File: src/rtl/common_pkg.sv
// Shared types and constants for the status flag unit: condition modes,
// error-bit positions and the flag-condition evaluator.
package common_pkg;

  typedef enum logic {
    COND_ANY = 1'b0,
    COND_ALL = 1'b1
  } cond_mode_e;

  localparam int ERR_OVF    = 0;
  localparam int ERR_UNF    = 1;
  localparam int ERR_COL    = 2;
  localparam int ERR_W      = 3;
  localparam int MAX_FLAG_W = 16;

  // Operands are zero-extended to MAX_FLAG_W, so unused upper bits never
  // affect either mode; an empty select is "all of nothing" and passes COND_ALL.
  function automatic logic cond_eval(input logic [MAX_FLAG_W-1:0] flags,
                                     input logic [MAX_FLAG_W-1:0] sel,
                                     input cond_mode_e            mode);
    logic [MAX_FLAG_W-1:0] hit;
    hit = flags & sel;
    return (mode == COND_ALL) ? (hit == sel) : (|hit);
  endfunction

endpackage

File: src/rtl/flag_stack.sv
// LIFO save-stack for flag snapshots. The caller only asserts push_in when
// not full and pop_in when not empty, and never both together.
module flag_stack #(
  parameter  int WIDTH = 4,
  parameter  int DEPTH = 4,
  localparam int CNT_W = $clog2(DEPTH + 1)
) (
  input  logic             clk_in,
  input  logic             reset_n_in,
  input  logic             push_in,
  input  logic             pop_in,
  input  logic [WIDTH-1:0] data_in,
  output logic [WIDTH-1:0] top_out,
  output logic [CNT_W-1:0] count_out
);

  localparam int IDX_W = (DEPTH > 1) ? $clog2(DEPTH) : 1;

  logic [WIDTH-1:0] mem [2**IDX_W];
  logic [CNT_W-1:0] count_q;
  logic [IDX_W-1:0] wr_idx;
  logic [IDX_W-1:0] rd_idx;

  // Modular index arithmetic: count-1 is always below 2**IDX_W when a pop is legal.
  assign wr_idx = count_q[IDX_W-1:0];
  assign rd_idx = wr_idx - IDX_W'(1);

  // NOTE: storage has no reset; entries at or above count are never read,
  // so clearing them would only cost reset fan-out.
  always_ff @(posedge clk_in) begin
    if (push_in) mem[wr_idx] <= data_in;
  end

  // NOTE: all sequential state uses non-blocking assignments so every
  // register samples pre-edge values regardless of block ordering.
  always_ff @(posedge clk_in or negedge reset_n_in) begin
    if (!reset_n_in)  count_q <= '0;
    else if (push_in) count_q <= count_q + CNT_W'(1);
    else if (pop_in)  count_q <= count_q - CNT_W'(1);
  end

  assign top_out   = mem[rd_idx];
  assign count_out = count_q;

endmodule

File: src/rtl/status_flag_unit.sv
// Status flag register with masked writes, a latched flag condition, a
// save/restore stack and sticky error reporting for illegal stack use.
module status_flag_unit
  import common_pkg::*;
#(
  parameter  int FLAG_W      = 4,
  parameter  int STACK_DEPTH = 4,
  localparam int CNT_W       = $clog2(STACK_DEPTH + 1)
) (
  input  logic              clk_in,
  input  logic              reset_n_in,
  input  logic [FLAG_W-1:0] status_in,
  input  logic [FLAG_W-1:0] status_mask_in,
  input  logic              status_write_en_in,
  input  logic [FLAG_W-1:0] cond_sel_in,
  input  logic              cond_mode_in,
  input  logic              cond_invert_in,
  input  logic              cond_en_in,
  input  logic              push_in,
  input  logic              pop_in,
  input  logic              err_clr_in,
  output logic [FLAG_W-1:0] status_out,
  output logic              cond_out,
  output logic [CNT_W-1:0]  stack_count_out,
  output logic              stack_full_out,
  output logic              stack_empty_out,
  output logic [ERR_W-1:0]  err_out
);

  logic [FLAG_W-1:0] flags_q;
  logic [FLAG_W-1:0] write_val;
  logic [FLAG_W-1:0] stack_top;
  logic              cond_q;
  logic              cond_raw;
  logic [ERR_W-1:0]  err_q;
  logic [ERR_W-1:0]  err_new;
  logic              do_push;
  logic              do_pop;

  assign stack_full_out  = (stack_count_out == CNT_W'(STACK_DEPTH));
  assign stack_empty_out = (stack_count_out == '0);

  assign do_push   = push_in & ~pop_in & ~stack_full_out;
  assign do_pop    = pop_in & ~push_in & ~stack_empty_out;
  assign write_val = (flags_q & ~status_mask_in) | (status_in & status_mask_in);
  assign cond_raw  = cond_eval(MAX_FLAG_W'(flags_q), MAX_FLAG_W'(cond_sel_in),
                               cond_mode_e'(cond_mode_in));

  // NOTE: every bit gets a default before the conditional updates so this
  // block stays purely combinational with no inferred latch.
  always_comb begin
    err_new          = '0;
    err_new[ERR_OVF] = push_in & ~pop_in & stack_full_out;
    err_new[ERR_UNF] = pop_in & ~push_in & stack_empty_out;
    err_new[ERR_COL] = push_in & pop_in;
  end

  flag_stack #(
    .WIDTH (FLAG_W),
    .DEPTH (STACK_DEPTH)
  ) u_stack (
    .clk_in     (clk_in),
    .reset_n_in (reset_n_in),
    .push_in    (do_push),
    .pop_in     (do_pop),
    .data_in    (flags_q),
    .top_out    (stack_top),
    .count_out  (stack_count_out)
  );

  // A successful pop restores the snapshot and discards any same-cycle write;
  // a new error in a clear cycle is OR-ed in after the clear so it survives.
  always_ff @(posedge clk_in or negedge reset_n_in) begin
    if (!reset_n_in) begin
      flags_q <= '0;
      cond_q  <= 1'b0;
      err_q   <= '0;
    end else begin
      if (do_pop)                  flags_q <= stack_top;
      else if (status_write_en_in) flags_q <= write_val;
      if (cond_en_in)              cond_q  <= cond_raw ^ cond_invert_in;
      err_q <= (err_clr_in ? '0 : err_q) | err_new;
    end
  end

  assign status_out = flags_q;
  assign cond_out   = cond_q;
  assign err_out    = err_q;

endmodule

File: config.mk
export PLATFORM = sky130hd
export DESIGN_NAME = status_flag_unit
export DESIGN_NICKNAME = d
export VERILOG_FILES = /design/src/rtl/common_pkg.sv /design/src/rtl/flag_stack.sv /design/src/rtl/status_flag_unit.sv
export SDC_FILE = /design/constraint.sdc
export NUM_CORES = 1
export LEC_CHECK = 0
export ABC_AREA = 1
export BUFFER_PORTS_ARGS = -buffer_cell sky130_fd_sc_hd__buf_2
export CORE_MARGIN = 10
export CORE_UTILIZATION = 54
export CTS_BUF_LIST = sky130_fd_sc_hd__clkbuf_8
export CTS_CLUSTER_SIZE = 14
export DETAILED_ROUTE_END_ITERATION = 6
export GPL_TIMING_DRIVEN = 0
export PLACE_DENSITY = 0.78
export SLEW_MARGIN = 20
export SYNTH_ARGS = -nofsm -noshare
export SYNTH_HDL_FRONTEND = slang
export SYNTH_SLANG_ARGS = --single-unit
File: constraint.sdc
create_clock -name clk_in -period 2.2 [get_ports clk_in]
set_input_delay 0.11 -clock clk_in [delete_from_list [all_inputs] [get_ports clk_in]]
set_output_delay 0.11 -clock clk_in [all_outputs]
set_load 0.02 [all_outputs]
# Word-level counts from Yosys, hierarchy flattened
# Memory sizes are Yosys's and may differ from the RTL's.
# Cells that the tools add are included.
# word_totals
ram_bits	16
output_inout_bits	13
wordCells	40
ff_bits	11
mem_count	1
input_bits	21
# op_classes
eq_ne	2
n_reduce_logical	4
add_sub_neg	3
bitwise_logic	18
mux	8
# mem_list
name	words	word_bits	read_ports	rd_ports_with_merged_regs	write_ports	line_no	source
u_stack.mem	4	4	1	0	1	flag_stack.sv:19	logic [WIDTH-1:0] mem [2**IDX_W];
# ops
operator	count
$reduce_or 16->1	1
$and 4x4->4	3
$mux 3	3
$mux 4	2
$and 1x1->1	7
$eq 4x4->1	1
$not 1->1	4
$not 4->4	1
$or 4x4->4	1
$reduce_bool 2->1	2
$add 3x1->3 const B	1
$eq 3x3->1 const B	1
$logic_not 3->1	1
$mux 1	3
$or 3x3->3	1
$sub 3x1->3 const B	1
$sub 2x1->2 const B	1
$xor 1x1->1	1

# Depth between registers and ports, before layout
# logic_depth
word_depth	5
ltp_mapped	10
mapped_depth_nobuf	9

# Modules after synthesis
# A second synthesis with hierarchy kept.
# unflattened
hier_cells	152
area_unflattened_um2	1380.1
# by_module_without_submodules
mod	cells_each	seq_area_each_um2	instances	area_per_inst_um2
flag_stack	84	555.5	1	894.6
status_flag_unit	68	200.2	1	485.5

# Worst setup path after synthesis
# Ideal clock, no wire load.
# synth_path
path_kind	flip-flop to flip-flop
startpoint	register u_stack.count_q[0], in the netlist u_stack.count_out[0]
endpoint	register u_stack.count_q[2], in the netlist u_stack.count_out[2]
required_time_ns	2.067
arrival_time_ns	1.925
setup_time_ns	0.133
synth_period_minus_slack_ns	2.058
stages_incl_launch_ff	11
path_slack_ns	0.142
path_buffers	1
cell_sequence	dfrtp_1 buf_4 inv_1 ha_1 nand2_1 nand3_4 xor2_1 ha_1 o21ai_2 o21ai_1 xnor2_1
# synth_via
elab_chain_len	4
word_cells_on_any_way	11
cone_classes	2 x add/sub; 1 x eq/ne; 2 x mux; 4 x bitwise; 2 x reduce/logical
# synth_lines
item	line_no	source
start: declaration	flag_stack.sv:20	logic [CNT_W-1:0] count_q;
start signal: assignment	flag_stack.sv:38	else if (push_in) count_q <= count_q + CNT_W'(1);
start signal: assignment	flag_stack.sv:39	else if (pop_in) count_q <= count_q - CNT_W'(1);
branches (longest 4 deep; another with $sub 3x1->3)	-	
# Parallel ways; which one is timed is not known. The select of a mux whose other input is x is not followed.
# A chain may end at the register's enable or synchronous reset.

# Worst setup path in the final report
# Same ends and word-level chain as after synthesis.

==> impl_results.md <==
* Minimum clock period after layout at 2068 ps
* Clock H-tree levels at 1
* Placer congestion estimate at 0.7538
* Largest family of logic cells by synthesized area: simple AND/OR/NAND/NOR gates
* HPWL after detailed placement at roughly 2300 um
* Share of post-route cells with drive strength above 1 at 0.2849
* Clock-pin slew of the registers on the worst-case setup and hold paths at roughly 90 ps
* Total negative slack at 0 ps
* Share of total power in combinational logic at 0.457
* Tightest Hold Check Type: in -> reg
* Headroom to the max-slew limit at 0.7190
* Average wire per standard cell at 14.33 um
* Overall fraction of global-route tracks in use at 0.1149
* Internal power component at 1.174 mW
* DRC marker count from the first detailed-route iteration at 30
* Mapped Nets at 158
* Leak at 0.7342 nW
* Setup repair after global routing missed its margin: no
* Net count, final at 199
* Residual overflow from global routing at 0
* Count of standard-cell rows at 17
* Detailed-route DRC error count at 0
* First-pass GRT wire length at 4754 um
* Multiplexer share of the synthesized area at 0
* IO Count at 34
* Power per cell area at 1283 nW/um2
* Seq. cell area at 755.7 um2
* Fraction of the yosys area taken by sequential cells at 0.5736
* Tightest Pin Transition at 420.0 ps
* Root Buffer Master: sky130_fd_sc_hd__clkbuf_8
* Vias in the first global route at 1041
* Compound-Gate Fraction of Synth Area at 0.1311
* Data required, critical path at roughly 2400 ps
* Share of total power in sequential cells at 0.408
* Status: finished, final reports clean
* Crit path launch type: flop
* Die Height at 69.40 um
* Net switching share of the total power at 0.4259
* Largest buffer count on any clock path at 2
* Largest net degree at the start of global routing at 16
* Core outline area at 2276 um2
* Later-pin clock latency in the skew report at between 200 and 300 ps
* Setup clock skew after layout at 2.645 ps
* Number of distinct library cells after synthesis at 23
* Vias post-DR at 1000
* Fin Hold WS at 47.03 ps
* Critical path arrival at approximately 2200 ps
* Area fraction in and, or, nand and nor cells after synthesis at 0.1538
* Max-capacitance violation count at 0
* Detailed Routing Iterations Pass 1 at 4
* Number of fill cells in the layout at 174
* TritonCTS clock tree: done
* Die extent in x at 69.40 um
* Number of buffer cells added on primary ports at 33
* Syn Inst Count at 132
* Number of antenna violations at the first check in global routing at 0
* Share of power burned in the clock network at 0.134
* Per-cell via count in the routed design at 5.000
* Type of destination of the critical path: flop
* Relative area change from synthesis to final layout at 20.89%
* Count of antenna-violating nets left after detailed routing at 0
* Slew Limit Fails at 0
* Type of the worst setup path: reg -> reg
* Per-instance average area after synthesis at ~10 um2
* Sw Pwr at 0.8706 mW
* CTS buffer count at 3
* Clock sink total at 27
* Final Cycle Share at 0.9401
* # setup viols final at 0
* Ys Warns at 0
* XOR/XNOR Fraction of Synth Area at 0.02564
* Achievable Freq at between 0.4 and 0.5 GHz
* Area of combinational cells with multiple inputs at 471.7 um2
* Total Die Area at 4816 um2
* Inserted Diodes at 0
* Largest fanout of any net on the critical path at 9
* Flop and latch count out of synthesis at 27
* VDD IR max at 0.0008088 V
* Routed Wire Length at 2866 um
* Post-Synth Adder-Cell Area at 0.04748
* Initial cell density of the core at 0.5789
* Post-Syn Area at between 1000 and 1500 um2
* Overall power consumption at 2.044 mW
* Final hold violations at 0
metrics by stage:
stage / setup slack, ps / area (um2) / instances / util
6_report: 131.8 / 1593 / 200 / 0.6998
5_1_grt: 15.41 / 1593 / 200 / 0.6998
4_1_cts: 97.73 / 1582 / 199 / 0.6949
3_5_place_dp: 19.78 / 1518 / 193 / 0.6669
3_3_place_gp: 82.70 / 1518 / 193 / 0.6669
2_1_floorplan: 141.5 / 1318 / 132 / -
power by group through the flow:
| stage | Sequential (mW) | Combinational, mW | Clock (mW) |
|---|---|---|---|
| after floorplan | 0.917 | 0.524 | 0 |
| after global placement | 0.839 | 0.870 | 0 |
| after detailed placement | 0.853 | 0.894 | 0 |
| after CTS | 0.833 | 0.922 | 0.276 |
| after global routing | 0.853 | 1.06 | 0.300 |
| final | 0.835 | 0.935 | 0.275 |
layout make-up:
type | instances | area share
Sequential cell | 27 | 0.4745
Buffer | 1 | 0.004713
Inverter | 22 | 0.05420
Multi-Input combinational cell | 82 | 0.2962
Tap cell | 28 | 0.02200
Timing Repair Buffer | 36 | 0.1194
Clock inverter | 1 | 0.003142
Clock buffer | 3 | 0.02592
critical path, stage by stage, from the launching register on:
cell	delay [ps]
sky130_fd_sc_hd__dfrtp_1	360
sky130_fd_sc_hd__buf_4	190
sky130_fd_sc_hd__clkinvlp_4	130
sky130_fd_sc_hd__ha_1	240
sky130_fd_sc_hd__nand2_1	160
sky130_fd_sc_hd__nand3_4	140
sky130_fd_sc_hd__xor2_1	170
sky130_fd_sc_hd__ha_1	220
sky130_fd_sc_hd__o21ai_2	120
sky130_fd_sc_hd__o21ai_1	90
sky130_fd_sc_hd__xnor2_1	130
cell usage after synthesis:
cell type | count | share of area
sky130_fd_sc_hd__nand2_1 | 24 | 0.068
sky130_fd_sc_hd__inv_1 | 20 | 0.057
sky130_fd_sc_hd__o21ai_0 | 18 | 0.068
sky130_fd_sc_hd__edfxtp_1 | 16 | 0.36
sky130_fd_sc_hd__nor2_1 | 12 | 0.034
sky130_fd_sc_hd__dfrtp_1 | 11 | 0.21
sky130_fd_sc_hd__ha_1 | 5 | 0.047
sky130_fd_sc_hd__o22ai_1 | 5 | 0.024
sky130_fd_sc_hd__a21oi_1 | 4 | 0.015
sky130_fd_sc_hd__inv_2 | 2 | 0.0057
sky130_fd_sc_hd__nand3_1 | 2 | 0.0076
sky130_fd_sc_hd__o32ai_1 | 2 | 0.013
sky130_fd_sc_hd__buf_4 | 1 | 0.0057
sky130_fd_sc_hd__nand2_2 | 1 | 0.0048
sky130_fd_sc_hd__nand3_4 | 1 | 0.013
sky130_fd_sc_hd__nand4_1 | 1 | 0.0048
sky130_fd_sc_hd__nor2_4 | 1 | 0.0085
sky130_fd_sc_hd__nor3_4 | 1 | 0.012
sky130_fd_sc_hd__o21ai_1 | 1 | 0.0038
sky130_fd_sc_hd__o21ai_2 | 1 | 0.0066
sky130_fd_sc_hd__xnor2_1 | 1 | 0.0066
sky130_fd_sc_hd__xor2_1 | 1 | 0.0066
sky130_fd_sc_hd__xor2_2 | 1 | 0.012
worst paths after layout:
| kind | from | end | slack, ps | cells after the start |
|---|---|---|---|---|
| hold reg to reg | cond_out$_DFFE_PN0P_ | cond_out$_DFFE_PN0P_ | 490 | 2 |
| min in group asynchronous | reset_n_in | err_out[1]$_DFF_PN0_ | 290 | 2 |
| max in group asynchronous | reset_n_in | asynchronous set/reset pin | 1700 | 2 |
| hold / removal | err_clr_in | err_out[1]$_DFF_PN0_ | 50 | 2 |
| setup reg to reg | u_stack.count_out[0]$_DFFE_PN0P_ | u_stack.count_out[2]$_DFFE_PN0P_ | 130 | 10 |
| setup / recovery | u_stack.count_out[0]$_DFFE_PN0P_ | u_stack.count_out[2]$_DFFE_PN0P_ | 130 | 10 |
timing repair:
| action | 4_1_cts | 5_1_grt |
|---|---|---|
| endpoints found under the hold margin | 11 | 0 |
| gates resized for setup | 0 | 1 |
| buffers inserted | 1 | 1 |
| endpoints found under the setup margin | 1 | 1 |
| hold buffers | 1 | 0 |
logic make-up (layout without fill, tap and decap cells):
group | Yosys count | count (layout)
AOI/OAI and AO/OA | 31 | 31
buffers and inverters | 23 | 63
and+or+nand+nor | 43 | 43
DFF | 27 | 27
adders and majority gates | 5 | 5
xor gates and xnor gates | 3 | 3
placed cells by master, fill, tap and decap left out, drive strengths merged:
| cell | netlist | routed |
|---|---|---|
| xnor2 | 1 | 1 |
| nor3 | 1 | 1 |
| a21oi | 4 | 4 |
| inv | 22 | 21 |
| clkbuf | 0 | 3 |
| nand2 | 25 | 25 |
| clkinvlp | 0 | 1 |
| ha | 5 | 5 |
| dlygate4sd3 | 0 | 1 |
| o21ai | 20 | 20 |
| o22ai | 5 | 5 |
| xor2 | 2 | 2 |
| o32ai | 2 | 2 |
| edfxtp | 16 | 16 |
| nor2 | 13 | 13 |
| dfrtp | 11 | 11 |
| nand3 | 3 | 3 |
| nand4 | 1 | 1 |
| buf | 1 | 36 |
| clkinv | 0 | 1 |
routing by layer:
metal | track usage | part of all wire | vias to the layer above
li1 | - | - | 519
met1 | 0.1433 | 0.47 | 447
met2 | 0.1946 | 0.48 | 34
met3 | 0.03424 | 0.058 | 0
met4 | 0.01330 | 0 | 0
met5 | 0 | 0 | -
(Power assumes the default switching activity.)
